**src/rtl/uart_tx_serializer_pkg.sv**
```systemverilog
// Shared definitions for the UART transmitter and receiver: FSM state encodings, default line settings,
// and the clocks-per-bit derivation. Optional parity is selected with UART_TX_PARITY_EN.
package uart_tx_serializer_pkg;

    typedef enum logic [2:0] {
        ST_IDLE   = 3'd0,
        ST_START  = 3'd1,
        ST_DATA   = 3'd2,
        ST_PARITY = 3'd3,
        ST_STOP   = 3'd4
    } uart_state_e;

    localparam int DEF_CLK_FREQ = 50_000_000;
    localparam int DEF_BAUD     = 115_200;

    function automatic int clks_per_bit(input int clk_freq, input int baud);
        return clk_freq / baud;
    endfunction

    function automatic int baud_cnt_w(input int cpb);
        return (cpb <= 2) ? 1 : $clog2(cpb);
    endfunction

endpackage

```
**src/rtl/uart_tx_serializer_baud_gen.sv**
```systemverilog
// Bit-period counter: counts 0..CLKS_PER_BIT-1 and wraps, held at zero while cleared.
// o_bit_done pulses for one cycle on the terminal count.
module uart_baud_gen #(
    parameter int CLKS_PER_BIT = 16,
    parameter int CNT_W        = 4
) (
    input  logic i_clk,
    input  logic i_rst,
    input  logic i_clear,
    output logic o_bit_done
);

    logic [CNT_W-1:0] cnt_q, cnt_d;
    logic             terminal;

    assign terminal   = (cnt_q == CNT_W'(CLKS_PER_BIT - 1));
    assign o_bit_done = terminal & ~i_clear;

    always_comb begin
        cnt_d = cnt_q + CNT_W'(1);
        if (i_clear || terminal) begin
            cnt_d = '0;
        end
    end

    always_ff @(posedge i_clk) begin
        if (i_rst) begin
            cnt_q <= '0;
        end else begin
            cnt_q <= cnt_d;
        end
    end

endmodule

```
**src/rtl/uart_tx_serializer.sv**
```systemverilog
// Byte-to-serial 8N1 UART transmitter with a one-byte holding register in front of the shifter.
// Define UART_TX_PARITY_EN to insert a parity bit (odd when PARITY_ODD=1, else even) after the data bits.
module uart_tx_serializer
    import uart_tx_serializer_pkg::*;
#(
    parameter int CLK_FREQ   = DEF_CLK_FREQ,
    parameter int BAUD       = DEF_BAUD,
    parameter int PARITY_ODD = 0
) (
    input  logic       i_clk,
    input  logic       i_rst,
    input  logic [7:0] i_wdata,
    input  logic       i_wvalid,
    output logic       o_wready,
    output logic       o_tx,
    output logic       o_busy
);

    localparam int CLKS_PER_BIT = clks_per_bit(CLK_FREQ, BAUD);
    localparam int CNT_W        = baud_cnt_w(CLKS_PER_BIT);

    uart_state_e state_q, state_d;
    logic        tx_q, tx_d;
    logic        hold_full_q, hold_full_d;
    logic [7:0]  hold_q, hold_d;
    logic [7:0]  shift_q, shift_d;
    logic [2:0]  bit_cnt_q, bit_cnt_d;
    logic        bit_done;
    logic        accept;
    logic        load;

`ifdef UART_TX_PARITY_EN
    logic        par_q, par_d;
`else
    logic        unused_parity_cfg;
    assign unused_parity_cfg = (PARITY_ODD != 0);
`endif

    // Counter runs only while a frame is on the line, so every state starts at count zero.
    uart_baud_gen #(
        .CLKS_PER_BIT (CLKS_PER_BIT),
        .CNT_W        (CNT_W)
    ) u_baud (
        .i_clk      (i_clk),
        .i_rst      (i_rst),
        .i_clear    (state_q == ST_IDLE),
        .o_bit_done (bit_done)
    );

    assign accept   = i_wvalid & ~hold_full_q;
    assign o_wready = ~hold_full_q;
    assign o_tx     = tx_q;
    assign o_busy   = (state_q != ST_IDLE) | hold_full_q;

    always_comb begin
        state_d     = state_q;
        tx_d        = tx_q;
        hold_d      = hold_q;
        hold_full_d = hold_full_q;
        shift_d     = shift_q;
        bit_cnt_d   = bit_cnt_q;
        load        = 1'b0;
`ifdef UART_TX_PARITY_EN
        par_d       = par_q;
`endif

        // tx_d is the line level for the state being entered, keeping o_tx a clean flop output.
        case (state_q)
            ST_IDLE: begin
                tx_d = 1'b1;
                if (hold_full_q) begin
                    load    = 1'b1;
                    state_d = ST_START;
                    tx_d    = 1'b0;
                end
            end
            ST_START: begin
                if (bit_done) begin
                    state_d = ST_DATA;
                    tx_d    = shift_q[0];
                end
            end
            ST_DATA: begin
                if (bit_done) begin
                    bit_cnt_d = bit_cnt_q + 3'd1;
                    if (bit_cnt_q == 3'd7) begin
`ifdef UART_TX_PARITY_EN
                        state_d = ST_PARITY;
                        tx_d    = par_q;
`else
                        state_d = ST_STOP;
                        tx_d    = 1'b1;
`endif
                    end else begin
                        shift_d = {1'b0, shift_q[7:1]};
                        tx_d    = shift_q[1];
                    end
                end
            end
            ST_PARITY: begin
                if (bit_done) begin
                    state_d = ST_STOP;
                    tx_d    = 1'b1;
                end
            end
            ST_STOP: begin
                if (bit_done) begin
                    if (hold_full_q) begin
                        load    = 1'b1;
                        state_d = ST_START;
                        tx_d    = 1'b0;
                    end else begin
                        state_d = ST_IDLE;
                        tx_d    = 1'b1;
                    end
                end
            end
            default: begin
                state_d = ST_IDLE;
                tx_d    = 1'b1;
            end
        endcase

        // Load and accept are exclusive: one needs the holding register full, the other empty.
        if (load) begin
            shift_d     = hold_q;
            hold_full_d = 1'b0;
`ifdef UART_TX_PARITY_EN
            par_d       = (PARITY_ODD != 0) ? ~^hold_q : ^hold_q;
`endif
        end else if (accept) begin
            hold_d      = i_wdata;
            hold_full_d = 1'b1;
        end
    end

    always_ff @(posedge i_clk) begin
        if (i_rst) begin
            state_q     <= ST_IDLE;
            tx_q        <= 1'b1;
            hold_full_q <= 1'b0;
            bit_cnt_q   <= 3'd0;
        end else begin
            state_q     <= state_d;
            tx_q        <= tx_d;
            hold_full_q <= hold_full_d;
            bit_cnt_q   <= bit_cnt_d;
        end
    end

    always_ff @(posedge i_clk) begin
        hold_q  <= hold_d;
        shift_q <= shift_d;
`ifdef UART_TX_PARITY_EN
        par_q   <= par_d;
`endif
    end

endmodule
```
**config.mk**
```make
export PLATFORM = sky130hd
export DESIGN_NAME = uart_tx_serializer
export DESIGN_NICKNAME = d
export VERILOG_FILES = /design/src/rtl/uart_tx_serializer_pkg.sv /design/src/rtl/uart_tx_serializer_baud_gen.sv /design/src/rtl/uart_tx_serializer.sv
export SDC_FILE = /design/constraint.sdc
export NUM_CORES = 1
export LEC_CHECK = 0
export CORE_MARGIN = 2
export CORE_UTILIZATION = 40
export CTS_CLUSTER_SIZE = 25
export DETAILED_ROUTE_END_ITERATION = 16
export PLACE_DENSITY_LB_ADDON = 0.3
export SLEW_MARGIN = 20
export SYNTH_ARGS = -nofsm -noshare
export SYNTH_HDL_FRONTEND = slang
export SYNTH_SLANG_ARGS = --single-unit
```
**constraint.sdc**
```tcl
create_clock -name i_clk -period 5.42 [get_ports i_clk]
set_input_delay 1.084 -clock i_clk [delete_from_list [all_inputs] [get_ports i_clk]]
set_output_delay 1.084 -clock i_clk [all_outputs]
set_load 0.05 [all_outputs]
```
==> results of run 1 <==
cell usage after synthesis, drive strengths merged, types with 2 or more instances:
cell type / n / area share
a21oi: 3 / 0.021
buf: 3 / 0.013
clkbuf: 4 / 0.010
dfxtp: 17 / 0.23
edfxtp: 16 / 0.33
ha: 4 / 0.035
inv: 5 / 0.013
mux2: 7 / 0.054
mux2i: 2 / 0.014
nand2: 4 / 0.010
nand3: 4 / 0.014
nor2: 20 / 0.052
nor3: 4 / 0.014
or4b: 2 / 0.016
xnor2: 6 / 0.036
xor2: 3 / 0.018
sequential cells by signal, indices dropped and copies added (netlist names):
name,flops
bit_cnt_q,3
u_baud.cnt_q,9
o_tx,1
hold_q,8
state_q,3
hold_full_q,1
shift_q,8
routing by layer:
layer	vias up	global-route usage	share of wire
met3	5	0.04401	0.058
li1	461	-	-
met2	25	0.2070	0.46
met1	424	0.1674	0.46
met5	-	0	0
met4	0	0.08245	0.021
cell families (layout without fill, tap and decap cells):
family | count (synthesis) | count (layout) | synth area share
AO/OA/AOI/OAI | 12 | 12 | 0.06996
XOR/XNOR | 9 | 9 | 0.05441
adder cells (fa/ha/maj) | 4 | 4 | 0.03454
buffers and inverters | 12 | 26 | 0.03627
flip-flops | 33 | 33 | 0.5665
multiplexers | 9 | 9 | 0.06822
AND/OR/NAND/NOR | 44 | 44 | 0.1701
per-stage QoR:
step / hold WS (ns) / setup WS (ns)
4_1_cts: 0.5059 / 2.352
6_report: 0.5011 / 2.364
3_3_place_gp: 0.4612 / 2.781
3_5_place_dp: 0.4815 / 2.731
5_1_grt: 0.5568 / 2.232
2_1_floorplan: 0.4445 / 2.989
power groups by stage:
stage / clock network, W / logic (W) / registers, W
floorplan: 0 / 0.0000308 / 0.000286
global placement: 0 / 0.0000469 / 0.000286
detailed placement: 0 / 0.0000482 / 0.000287
CTS: 0.000140 / 0.0000481 / 0.000281
global route: 0.000153 / 0.0000525 / 0.000283
finish: 0.000134 / 0.0000474 / 0.000281
layout make-up:
class                   count  area [sq um]  area share
flip-flops and latches     33         820.8      0.4951
multi-input cells          78         575.6      0.3472
repair buffers             13         130.1     0.07849
well taps                  46         57.56     0.03472
clock buffers               5         37.54     0.02264
inverters                   5         18.77     0.01132
clock inverters             3         17.52     0.01057
worst min-delay path by stage:
stage | cells after the start | start | end | slack (ns)
6_report | 1 | u_baud.cnt_q[0] | u_baud.cnt_q[0] | 0.50
5_1_grt | 1 | u_baud.cnt_q[0] | u_baud.cnt_q[0] | 0.56
4_1_cts | 1 | u_baud.cnt_q[0] | u_baud.cnt_q[0] | 0.51
3_5_place_dp | 1 | u_baud.cnt_q[0] | u_baud.cnt_q[0] | 0.48
3_3_place_gp | 1 | u_baud.cnt_q[0] | u_baud.cnt_q[0] | 0.46
2_1_floorplan | 1 | u_baud.cnt_q[0] | u_baud.cnt_q[0] | 0.44
worst max-delay path, delay by kind of cell, from the launching register on:
| family | cells | cell delay (ns) |
|---|---|---|
| buf+inv | 1 | 0.79 |
| simple gates | 2 | 0.22 |
| flops | 1 | 0.63 |
==> qor.csv, run 1 <==
metric,value,unit
cp.required,4.34,ns
syn_inst,123,
post_cts_buffers,0,
max_stage_delay,0.79,ns
total_power,0.0004627,W
p_seq_frac,0.608,
core_area,3416,sq um
cts_hold_buffers,0,
avgViaCountPerCell,5.000,
grt_pass1_wl,4146,um
cts.repair.resized,0,
setup.worst_path.start,state_q[2],
clkPwrFrac,0.290,
vias,915,
ys_seq_area_frac,0.5665,
ant_nets,0,
num_io_pins,14,
cts.clk_slew.worst_paths,0.10,ns
endpoint_kind,output pin,
final_hold_viol_count,0,
synth.avg_cell_area,11.78,sq um
rr_worst_depth,5,
finalSetupViolations,0,
r2r_end,shift_q[7],
post_dp_cell_area,1603,sq um
fin_nets,151,
cts.sinks,33,
die_x,64.19,um
grt_max_degree,14,
critical_path_class,flop to output pin,
initial_core_util,0.4242,
relSlewSlack,0.5346,
cp-start-kind,flop,
worstHoldPathType,flop to flop,
yosysWarnings,0,
swShare,0.2544,
worstMarginPinSlew,0.6967,ns
dp_hpwl,1686,um
routabilityCongestion,0.7692,
synthArstFlopShare,0,
detail_route.wl_per_cell,12.67,um
htree_num_levels,2,
netlist_area,1449,sq um
root_buffer,clkbuf_4,
fin_crit,3.056,ns
cts_tree,done,
pwr_density_cell,279.1,nW/um^2
fillers,304,
final_cell_mix,"20 x nor2_1, 17 x dfxtp_1, 16 x edfxtp_1",
rrSetupSlack,2.81,ns
final_common_cell,nor2_1,
synthFlopType,dfxtp_1,
first_pass_iters,4,
cellInternalPower,0.0003450,W
fmax,327.2,MHz
cap_viol_max_count,0,
rsz0062_at_grt,false,
crit_path_top_delay_cell,clkdlybuf4s50_1,
cts_inserted_buffers,5,
slew_violations,0,
grt_pass1_vias,918,
drive_gt1_frac,0.1022,
rr_startpoint,u_baud.cnt_q[0],
p_leak,0.6087,nW
clk-insertion-delay-late,0.34,ns
n_antenna_cell,0,
port_buffers,13,
timing.setup.tns,0,ns
die-height,64.19,um
synth_edf_count,16,
crit_chain,nor3_1 -> nand2_1 -> clkdlybuf4s50_1,
ys_ff_latch,33,
switchingPower,0.0001177,W
cts_buffer_depth,2,
fin_crit_sh,0.5639,
postLayoutCoreUtil,0.4853,
globalRouteOverflowTotal,0,
num_rows,21,
clock-skew-final,0.01185,ns
drc,0,
critPathCapture,o_busy,
syn_nets,138,
drt-total-wl,2318,um
first_iter_violations,60,
critical_path.max_fanout,13,
worstPathArrival,1.97,ns
ys_types,39,
fin_cells,183,
area_delta_synth_final,14.42,%
outcome,finished clean,
ir_drop,0.1073,mV
dieArea,4120,sq um
antenna_found_initial,0,
placed_cells,175,
grt_usage,0.1361,
fin_area,1658,sq um
p_comb_frac,0.102,
No activity file was read; power rests on OpenSTA's default activity.
==> run 2, diff against run 1 <==
==> constraint.sdc (replaced) <==
create_clock -name i_clk -period 2.9 [get_ports i_clk]
set_input_delay 0.58 -clock i_clk [delete_from_list [all_inputs] [get_ports i_clk]]
set_output_delay 0.58 -clock i_clk [all_outputs]
set_load 0.05 [all_outputs]
==> qor.csv, run 2 (same netlist as run 1, synthesis figures left out) <==
metric,value,unit,change
htree_num_levels,2,,unchanged
slew_violations,0,,unchanged
num_rows,21,,unchanged
setup.worst_path.start,state_q[2],,unchanged
fin_area,1679,sq um,was 1658 sq um
hold_start,u_baud.cnt_q[0],,unchanged
avgViaCountPerCell,4.934,,was 5.000
die-height,64.19,um,unchanged
ir_drop,0.2280,mV,was 0.1073 mV
fmax,392.4,MHz,
worstPathArrival,1.97,ns,about the same
cts.sinks,33,,unchanged
dieArea,4120,sq um,unchanged
first_iter_violations,43,,was 60
crit_chain,nor3_1 -> nand2_1 -> clkdlybuf4s50_1,,unchanged
worstHoldPathType,flop to flop,,unchanged
relSlewSlack,0.5549,,was 0.5346
fin_nets,151,,unchanged
fin_crit,2.548,ns,
initial_core_util,0.4242,,unchanged
top_register,u_baud.cnt_q,,unchanged
cts_hold_buffers,0,,unchanged
r2r_end,shift_q[3],,was shift_q[7]
drive_gt1_frac,0.09489,,was 0.1022
ant_nets,0,,unchanged
cts.clk_slew.worst_paths,0.10,ns,about the same
critical_path_class,flop to output pin,,unchanged
grt_max_degree,14,,unchanged
clock-skew-final,0.01126,ns,was 0.01185 ns
rsz0062_at_grt,false,,unchanged
crit_family,buffers and inverters,,unchanged
drc,0,,unchanged
grt_pass1_vias,836,,was 918
grt_pass1_wl,3705,um,was 4146 um
cts_tree,done,,unchanged
post_dp_cell_area,1603,sq um,unchanged
die_x,64.19,um,unchanged
dp_hpwl,1510,um,was 1686 um
cp.required,2.32,ns,was 4.34 ns
rr_startpoint,u_baud.cnt_q[0],,unchanged
rr_worst_depth,5,,unchanged
core_area,3416,sq um,unchanged
post_cts_buffers,0,,unchanged
timing.setup.tns,0,ns,unchanged
vias,903,,was 915
cap_viol_max_count,0,,unchanged
total_power,0.0009436,W,was 0.0004627 W
critical_path.max_fanout,13,,unchanged
num_io_pins,14,,unchanged
routabilityCongestion,0.7477,,was 0.7692
crit_path_top_delay_cell,clkdlybuf4s50_1,,unchanged
largest_reg_flops,9,,unchanged
antenna_found_initial,0,,unchanged
final_hold_viol_count,0,,unchanged
crit_buf_inv,1,,unchanged
drt-total-wl,2127,um,was 2318 um
final_cell_mix,"20 x nor2_1, 17 x dfxtp_1, 16 x edfxtp_1",,unchanged
fin_crit_sh,0.8788,,
globalRouteOverflowTotal,0,,unchanged
p_leak,0.6199,nW,was 0.6087 nW
grt_usage,0.1228,,was 0.1361
area_delta_synth_final,15.89,%,was 14.42%
first_pass_iters,4,,unchanged
rrSetupSlack,0.38,ns,was 2.81 ns
root_buffer,clkbuf_4,,unchanged
port_buffers,13,,unchanged
cts_buffer_depth,2,,unchanged
pwr_density_cell,562.0,nW/um^2,was 279.1 nW/um^2
cts_inserted_buffers,5,,unchanged
min_to,u_baud.cnt_q[0],,unchanged
endpoint_kind,output pin,,unchanged
worstMarginPinSlew,0.6663,ns,was 0.6967 ns
detail_route.wl_per_cell,11.62,um,was 12.67 um
outcome,finished clean,,unchanged
reg_top3,"u_baud.cnt_q x9, hold_q x8, shift_q x8",,unchanged
finalSetupViolations,0,,unchanged
clk-insertion-delay-late,0.34,ns,about the same
n_antenna_cell,0,,unchanged
max_stage_delay,0.79,ns,about the same
postLayoutCoreUtil,0.4916,,was 0.4853
holdPathStages,1,,unchanged
cp-start-kind,flop,,unchanged
final_common_cell,nor2_1,,unchanged
cts.repair.resized,0,,unchanged
-- run 2: worst max path at each step --
stage,end,slack [ns],cells after the start
finish,o_busy,0.35,3
global placement,shift_q[6],0.40,5
CTS,o_busy,0.34,3
floorplan,shift_q[0],0.47,6
detailed placement,shift_q[4],0.37,5
global route,o_busy,0.22,3
-- run 2: area by class of cell --
type                    count  area (sq um)
clock buffers               6         41.29
flip-flops and latches     33         820.8
repair buffers             13         130.1
clock inverters             2         35.03
multi-input cells          78         575.6
fillers                   317          1737
well taps                  46         57.56
inverters                   5         18.77
-- run 2: power breakdown --
| part | total (W) | switching, W | internal [W] |
|---|---|---|---|
| combinational | 0.0000875 | 0.0000481 | 0.0000394 |
| sequential | 0.000525 | 0.0000105 | 0.000514 |
| clock | 0.000331 | 0.000151 | 0.000181 |
-- run 2: stage by stage --
step           cells  hold WS [ns]  worst slack [ns]
2_1_floorplan    123        0.4445            0.4693
3_3_place_gp     175        0.4603            0.3974
3_5_place_dp     175        0.4772            0.3659
4_1_cts          183        0.5026            0.3435
5_1_grt          183        0.5177            0.2158
6_report         183        0.4884            0.3515
-- run 2: worst reg2reg max path: cells and delay by family, from the launching register on --
kind            cells  cell delay (ns)
simple gates        3             1.18
compound gates      1             0.39
flops               1             0.40
fa+ha+maj           1             0.21
-- run 2: per-layer routing --
| layer | track usage | part of all wire | vias up |
|---|---|---|---|
| met1 | 0.1520 | 0.49 | 419 |
| met4 | 0.09574 | 0.035 | 0 |
| met2 | 0.1719 | 0.43 | 17 |
| li1 | - | - | 459 |
| met5 | 0 | 0 | - |
| met3 | 0.04401 | 0.051 | 8 |
